==> config.mk <==
export PLATFORM = sky130hd
export DESIGN_NAME = buffer_pool_manager
export DESIGN_NICKNAME = d
export VERILOG_FILES = /design/src/rtl/buffer_pool_manager.sv
export SDC_FILE = /design/constraint.sdc
export NUM_CORES = 1
export LEC_CHECK = 0
export CAP_MARGIN = 25
export CORE_ASPECT_RATIO = 0.9
export CORE_MARGIN = 5
export CORE_UTILIZATION = 35
export DETAILED_ROUTE_END_ITERATION = 6
export SLEW_MARGIN = 40
export SYNTH_ARGS = -nofsm -noshare
export SYNTH_HDL_FRONTEND = slang
export SYNTH_SLANG_ARGS = --single-unit
==> constraint.sdc <==
create_clock -name aclk -period 9.9 [get_ports aclk]
set_input_delay 1.98 -clock aclk [delete_from_list [all_inputs] [get_ports aclk]]
set_output_delay 1.98 -clock aclk [all_outputs]
set_load 0.01 [all_outputs]
==> src/rtl/buffer_pool_manager.sv <==
// N-buffer pool manager: hands completed S2MM frames to a single reader,
// in latest-frame mode (ready depth 1) or queued mode (ready depth NUM_BUFFERS-2).
module buffer_pool_manager #(
  parameter int MM_ADDR_WIDTH  = 32,
  parameter int DATA_WIDTH     = 32,
  parameter int NUM_BUFFERS    = 4,
  parameter int MAX_LOG_LENGTH = 20
) (
  input  logic                     aclk,
  input  logic                     aresetn,
  input  logic [MM_ADDR_WIDTH-1:0] cfg_base_address,
  input  logic [4:0]               cfg_log_length,
  input  logic                     cfg_mode,
  input  logic                     wr_beat,
  output logic [MM_ADDR_WIDTH-1:0] wr_address,
  input  logic                     rd_request,
  output logic                     rd_grant,
  output logic                     rd_fresh,
  output logic [MM_ADDR_WIDTH-1:0] rd_buffer,
  output logic [3:0]               ready_count,
  output logic [15:0]              drop_count,
  output logic [7:0]               owner_map
);

  localparam int IDX_W      = $clog2(NUM_BUFFERS);
  localparam int QMAX       = NUM_BUFFERS - 2;
  localparam int QC_W       = $clog2(QMAX + 1);
  localparam int CNT_W      = (MAX_LOG_LENGTH < 1) ? 1 : MAX_LOG_LENGTH;
  localparam int BYTE_SHIFT = $clog2(DATA_WIDTH / 8);

  logic [IDX_W-1:0] read_idx_q, read_idx_d;
  logic [IDX_W-1:0] write_idx_q, write_idx_d;
  logic [CNT_W-1:0] wr_count_q, wr_count_d;
  logic [15:0]      drop_count_q, drop_count_d;
  logic [QC_W-1:0]  rq_cnt_q, rq_cnt_d;
  logic [IDX_W-1:0] rq_q [QMAX];
  logic [IDX_W-1:0] rq_d [QMAX];
  logic             rd_grant_q, rd_grant_d;
  logic             rd_fresh_q, rd_fresh_d;
  logic             req_prev_q, req_prev_d;

  logic [4:0]       len_eff;
  logic [5:0]       size_shift;
  logic [CNT_W-1:0] last_count;
  logic [QC_W-1:0]  q_limit;
  logic             frame_done;
  logic             req_event;
  logic [7:0]       busy;
  logic [IDX_W-1:0] free_idx;

  always_comb begin
    len_eff    = (cfg_log_length > 5'(MAX_LOG_LENGTH)) ? 5'(MAX_LOG_LENGTH) : cfg_log_length;
    size_shift = 6'(len_eff) + 6'(BYTE_SHIFT);
    last_count = CNT_W'((32'd1 << len_eff) - 32'd1);
    q_limit    = cfg_mode ? QC_W'(QMAX) : QC_W'(1);
    frame_done = wr_beat && (wr_count_q == last_count);
    req_event  = rd_request && !req_prev_q;
  end

  // Completion is applied before the request so a reader can take the frame
  // that just finished, and the READ being released is still busy when the
  // new WRITE is chosen.
  always_comb begin
    // NOTE: every output of this block gets a default first, so no path can
    // leave one unassigned and infer a latch.
    read_idx_d   = read_idx_q;
    write_idx_d  = write_idx_q;
    wr_count_d   = wr_count_q;
    drop_count_d = drop_count_q;
    rq_cnt_d     = rq_cnt_q;
    rq_d         = rq_q;
    rd_grant_d   = 1'b0;
    rd_fresh_d   = 1'b0;
    req_prev_d   = rd_request;
    busy         = '0;
    free_idx     = write_idx_q;

    if (wr_beat) begin
      wr_count_d = frame_done ? '0 : wr_count_q + CNT_W'(1);
    end

    if (frame_done) begin
      if (rq_cnt_d == q_limit) begin
        for (int i = 0; i < QMAX - 1; i++) rq_d[i] = rq_d[i+1];
        rq_cnt_d = rq_cnt_d - QC_W'(1);
        if (drop_count_q != 16'hFFFF) drop_count_d = drop_count_q + 16'd1;
      end
      for (int i = 0; i < QMAX; i++) begin
        if (QC_W'(i) == rq_cnt_d) rq_d[i] = write_idx_q;
      end
      rq_cnt_d = rq_cnt_d + QC_W'(1);

      busy[3'(read_idx_q)] = 1'b1;
      for (int i = 0; i < QMAX; i++) begin
        if (QC_W'(i) < rq_cnt_d) busy[3'(rq_d[i])] = 1'b1;
      end
      // Descending scan leaves the lowest free index as the winner.
      for (int i = NUM_BUFFERS - 1; i >= 0; i--) begin
        if (!busy[i]) free_idx = IDX_W'(i);
      end
      write_idx_d = free_idx;
    end

    if (req_event) begin
      rd_grant_d = 1'b1;
      if (rq_cnt_d != '0) begin
        rd_fresh_d = 1'b1;
        read_idx_d = rq_d[0];
        for (int i = 0; i < QMAX - 1; i++) rq_d[i] = rq_d[i+1];
        rq_cnt_d = rq_cnt_d - QC_W'(1);
      end
    end
  end

  // NOTE: state registers use non-blocking assignments so every flop samples
  // the pre-edge values regardless of process ordering.
  always_ff @(posedge aclk) begin
    if (!aresetn) begin
      read_idx_q   <= '0;
      write_idx_q  <= IDX_W'(1);
      wr_count_q   <= '0;
      drop_count_q <= '0;
      rq_cnt_q     <= '0;
      rd_grant_q   <= 1'b0;
      rd_fresh_q   <= 1'b0;
      req_prev_q   <= 1'b0;
    end else begin
      read_idx_q   <= read_idx_d;
      write_idx_q  <= write_idx_d;
      wr_count_q   <= wr_count_d;
      drop_count_q <= drop_count_d;
      rq_cnt_q     <= rq_cnt_d;
      rd_grant_q   <= rd_grant_d;
      rd_fresh_q   <= rd_fresh_d;
      req_prev_q   <= req_prev_d;
    end
  end

  // NOTE: queue storage is not reset; entries at or above rq_cnt_q are never read.
  always_ff @(posedge aclk) begin
    rq_q <= rq_d;
  end

  always_comb begin
    owner_map = '0;
    owner_map[3'(read_idx_q)]  = 1'b1;
    owner_map[3'(write_idx_q)] = 1'b1;
    for (int i = 0; i < QMAX; i++) begin
      if (QC_W'(i) < rq_cnt_q) owner_map[3'(rq_q[i])] = 1'b1;
    end
  end

  assign rd_buffer   = cfg_base_address + (MM_ADDR_WIDTH'(read_idx_q) << size_shift);
  assign wr_address  = cfg_base_address + (MM_ADDR_WIDTH'(write_idx_q) << size_shift)
                     + (MM_ADDR_WIDTH'(wr_count_q) << BYTE_SHIFT);
  assign ready_count = 4'(rq_cnt_q);
  assign drop_count  = drop_count_q;
  assign rd_grant    = rd_grant_q;
  assign rd_fresh    = rd_fresh_q;

endmodule
* Word level (Yosys, flattened, before mapping)
Index checks and enable logic that the tools add are counted.
Storage, ports and cells: flip-flop bits (word level) 49, input port bits 42, output and inout port bits 94, logic and storage cells 105
Operators by class: add/sub/neg operators 10, $lt $le $gt $ge 17, equal/unequal tests 5, shift operators 3, multiplexer cells 40, bitwise gates (word level) 5, reduce and logical (&&, ||, !) cells 15
Operators by type and width (number):
- adder 32 bit | 2
- left shift 2 x 6 -> 32 bit | 2
- two-way mux 2 bit | 17
- adder 32 x 22 -> 32 bit | 1
- < comparator 2 x 4 -> 1 bit (second input constant) | 6
- two-way mux 4 bit | 6
- adder 20 x 1 -> 20 bit (second input constant) | 1
- equality test 20 bit | 1
- two-way mux 20 bit | 1
- left shift 1 x 5 -> 20 bit (first input constant) | 1
- subtractor 20 x 1 -> 20 bit (second input constant) | 1
- adder 16 x 1 -> 16 bit (second input constant) | 1
- inequality test 16 bit (second input constant) | 1
- bitwise OR 4 bit | 4
- demux 1 bit (select 2 bit) | 6
- greater-or-equal comparator 2 x 1 -> 1 bit (second input constant) | 6
- logical AND 1 bit | 8
- < comparator 1 x 2 -> 1 bit (first input constant) | 4
- two-way mux 1 bit | 8
- two-way mux 8 bit | 1
- bitwise OR 8 x 4 -> 8 bit | 1
- adder 5 x 2 -> 6 bit (second input constant) | 1
- AND reduction 2 bit | 3
- > comparator 5 bit (second input constant) | 1
- other kinds (10) | 11

* Depth between registers and ports, before layout
word-level depth 24, gate-level depth with buffers 22, depth with buffers taken out 20

* Worst setup path after synthesis
Ideal clock, no wire load.
path kind input-to-output, from in cfg_log_length[4], to out wr_address[30], arrival 7.161 ns, data required time 7.920 ns, path slack 0.759 ns, cell stages on the path 21, buffers on the path 4, cells stage by stage buf_2 buf_2 buf_1 o21ai_0 nand2_1 clkinv_1 ha_1 xor2_1 nand2b_1 clkbuf_1 nor2_1 fa_1 ha_1 a21o_1 a21o_1 a2111oi_0 o31ai_1 a21oi_1 o21ai_0 a311oi_1 xnor2_1
Between the ends: word-level cells in the longest chain between the ends 6
RTL lines:
- start: declaration | line 12 | input logic [4:0] cfg_log_length,
- > comparator 5 bit | line 52 | len_eff = (cfg_log_length > 5'(MAX_LOG_LENGTH)) ? 5'(MAX_LOG_LENGTH) : cfg_log_length;
- two-way mux 5 bit * | line 52
- adder 5 x 2 -> 6 bit * | line 53 | size_shift = 6'(len_eff) + 6'(BYTE_SHIFT);
- left shift 2 x 6 -> 32 bit * | line 154 | assign wr_address = cfg_base_address + (MM_ADDR_WIDTH'(write_idx_q) << size_shift)
- adder 32 bit * | line 154
- adder 32 x 22 -> 32 bit * | line 155 | + (MM_ADDR_WIDTH'(wr_count_q) << BYTE_SHIFT);
- end: declaration | line 15 | output logic [MM_ADDR_WIDTH-1:0] wr_address,
Mark *: on every way between the ends. The rest lies on a longest branch, timed or not.

* Worst setup path after layout
from in cfg_log_length[0], to out wr_address[30]
Same word-level chain as after synthesis.

==> key figures <==
Setup path
  • Reg-to-reg setup timing slack: between 6 and 7 ns
  • CP Capture Type: primary output
  • R2r startpoint: wr_count_q[12]
  • Crit path largest cell delay: roughly 0.55 ns
  • Crit-path most repeated cell: o21ai_0
  • CP Cell Sequence: clkdlybuf4s50_1, o21a_1, o21ai_0, buf_4, nand2_1, clkinv_1, ha_2, or3_1, buf_4, nor2_1, fa_1, ha_1, and3_1, and3_1, a211oi_1, o21ai_0, a21oi_1, o21ai_0, a311oi_1, xnor2_1, clkdlybuf4s50_1
  • Critical path startpoint: cfg_log_length[0]
  • Crit path arrival time: 7.53 ns
  • CP required: 7.92 ns
  • Setup CP Type: in -> out
  • Crit-path max FO: 12
  • Slowest-stage cell, CP: clkdlybuf4s50_1
  • CP Launch Type: input port

Synth
  • Post-Syn Instances: approximately 1,100
  • FF+latch count, synth: 49
  • Fraction of registers with async set/reset: 0%
  • Top cells by area, synth: ha_1 13%, dfxtp_1 13%, nor2_1 6.0%
  • Synth top cells by count: 125 x nor2_1, 81 x ha_1, 80 x nand2_1
  • Register area share after synthesis: about an eighth
  • Yosys warning count: 0
  • Post-synth EDFFs: 0
  • Dominant cell by count in the synthesized netlist: nor2_1
  • Most used flip-flop cell after synthesis: dfxtp_1
  • Synth top area share: approximately an eighth
  • Area leader, netlist: ha_1
  • Post-Synthesis Cell Area: 7840 µm²
  • Synth cell types: 80
  • Avg Cell Area, Syn: 7.46 µm²

Timing
  • Worst-Margin Slew: about 0.7 ns
  • Final setup fails: 0
  • Setup TNS: 0 ns
  • Max Clk Rate: between 0.1 and 0.15 GHz
  • Slew margin rel.: between 50 and 60%
  • Count of final hold-check violations: 0
  • Period utilization: a little over nine tenths
  • Clock Skews: 0.0131 ns
  • Final min period: roughly 9.5 ns
  • Max-slew violations: 0
  • Hold slack: ~0.5 ns
  • RSZ-0062 raised after global routing: no

Outcome
  • Status: completed

Global routing
  • Largest net degree at the start of global routing: 30
  • First-pass GRT wire length: just over 40,000 µm
  • Gr ovfl total: 0
  • Initial antenna violation count: 1
  • Tot GR Track Use: 19.2%
  • Vias in the first global route: approximately 7,400

Die
  • Die Width: 168 µm
  • Area of the core: around 22,000 µm²
  • Chip height: 152 µm
  • Rows: 52
  • Ports: roughly 140
  • Die footprint: between 20,000 and 30,000 µm²
  • Starting Density: between 30% and 40%

Clocking
  • Clk pin slew, worst setup/hold paths: about 0.07 ns
  • Clock Sinks: slightly below 50
  • CTS tree: yes
  • Later-pin clock latency in the skew report: ~0.30 ns
  • # hold bufs at CTS: 0
  • Deepest clock path buffer count: 2
  • CTS buffer count: 5
  • H-tree levels: 2
  • Clock root buffer: clkbuf_16

Layout
  • P&R area growth vs syn: 23.4%
  • Share of post-route cells with drive strength above 1: 5.14%
  • Nets: around 1,300

Detailed routing
  • WL per Instance: 17.4 µm
  • Post-DRT Antenna Nets: 0
  • Drt initial violations: between 800 and 900
  • Routed vias: roughly 8,200
  • Routed WL: around 25,000 µm
  • DRC Markers: 0
  • Via/cell ratio: ~5.6
  • Pre-Repair DR Iteration Count: 5

Place
  • PortBufs: about 130
  • Gpl congestion: 0.983
  • Final HPWL DP: between 20,000 and 25,000 µm

Power
  • P per Cell Area: 70.9 nW/µm²
  • LEAKAGE: about 4.0 nW
  • Worst VDD drop: between 0.05 and 0.06 mV

Worst hold path
  • Hold crit path type: reg -> reg
  • Hold Path Origin: drop_count[11]

Flow run
  • Maxcap violations: 0
## what timing repair did
action | CTS | global route
setup buffers | 0 | 0
gates resized for setup | 0 | 4
endpoints found under the setup margin | 0 | 2
## report_power, final
part | switching (mW) | internal, mW | leakage, nW
Combinational | 0.138 | 0.117 | 3.50
Sequential | 0.00270 | 0.199 | 0.396
Clock | 0.0844 | 0.146 | 0.0944
## flip-flops by register name, indices dropped and copies added (netlist names)
register,cells
rq_q,4
rq_cnt_q,2
wr_count_q,20
write_idx_q,2
rd_fresh,1
req_prev_q,1
read_idx_q,2
rd_grant,1
drop_count,16
## kinds of logic after synthesis
family,share of synthesized area (%)
other,0.0478
buffers and inverters,5.02
multiplexers,2.52
adder cells (fa/ha/maj),18.5
XOR/XNOR,9.91
flip-flops,12.5
AO/OA/AOI/OAI,24.3
AND/OR/NAND/NOR,27.2
## final timing paths
path	end	cells after the start
hold / removal	drop_count[11]	2
hold reg to reg	drop_count[11]	2
setup reg to reg	drop_count[12]	9
setup / recovery	wr_address[30]	21
## metal layers
layer  wire length [µm]  track usage (%)  part of all wire, %
met1              12400             28.8                   49
met3               1740             3.56                  6.8
met5                  0                0                    0
met2              10700             28.4                   42
met4                548             4.52                  2.2
## cell type report
| cell class | instances | area [µm²] |
|---|---|---|
| fillers | 2319 | 12600 |
| multi-input cells | 917 | 6510 |
| repair buffers | 153 | 1470 |
| flip-flops and latches | 49 | 981 |
| well taps | 297 | 372 |
| inverters | 40 | 150 |
| clock buffers | 5 | 125 |
| clock inverters | 3 | 68.8 |
| diodes | 1 | 2.50 |
## worst max-delay path, delay by kind of cell
kind,cells,cell delay [ns]
AOI/OAI and AO/OA,7,1.76
xor gates and xnor gates,1,0.16
adders and majority gates,3,1.16
buffers and inverters,5,1.42
and+or+nand+nor,5,1.06
## layout by cell type (no fill, tap or decap), drive strengths merged, types with 6 or more instances in the layout
cell type | synthesis | layout
conb | 1 | 6
mux2 | 6 | 6
nor3b | 6 | 6
o22ai | 7 | 7
or4 | 16 | 16
or3 | 11 | 11
nor2b | 15 | 15
nor4 | 17 | 17
fa | 22 | 22
and2 | 9 | 9
o21a | 18 | 18
nand2b | 21 | 21
ha | 81 | 81
xnor2 | 53 | 53
o31ai | 14 | 14
nor2 | 125 | 125
o211ai | 12 | 12
clkdlybuf4s50 | 0 | 129
nor3 | 26 | 26
o21ai | 48 | 48
inv | 39 | 40
xor2 | 33 | 33
a211oi | 14 | 14
or2 | 8 | 8
nand4 | 18 | 18
mux2i | 13 | 13
buf | 19 | 24
and3 | 16 | 16
dfxtp | 49 | 49
nand3 | 28 | 28
o21bai | 7 | 7
a31oi | 7 | 7
nand2 | 82 | 82
a21o | 27 | 27
a21oi | 76 | 76
## metrics by stage
stage	power (mW)	std cells	area [µm²]	setup slack [ns]	util, %
6_report	0.687	1465	9680	0.394	43.5
4_1_cts	0.689	1463	9650	0.313	43.4
2_1_floorplan	0.345	1056	7860	0.759	-
5_1_grt	0.722	1465	9680	0.0649	43.5
3_5_place_dp	0.458	1455	9450	0.328	42.5
3_3_place_gp	0.458	1455	9450	0.448	42.5
No activity file was read; power rests on OpenSTA's default activity.
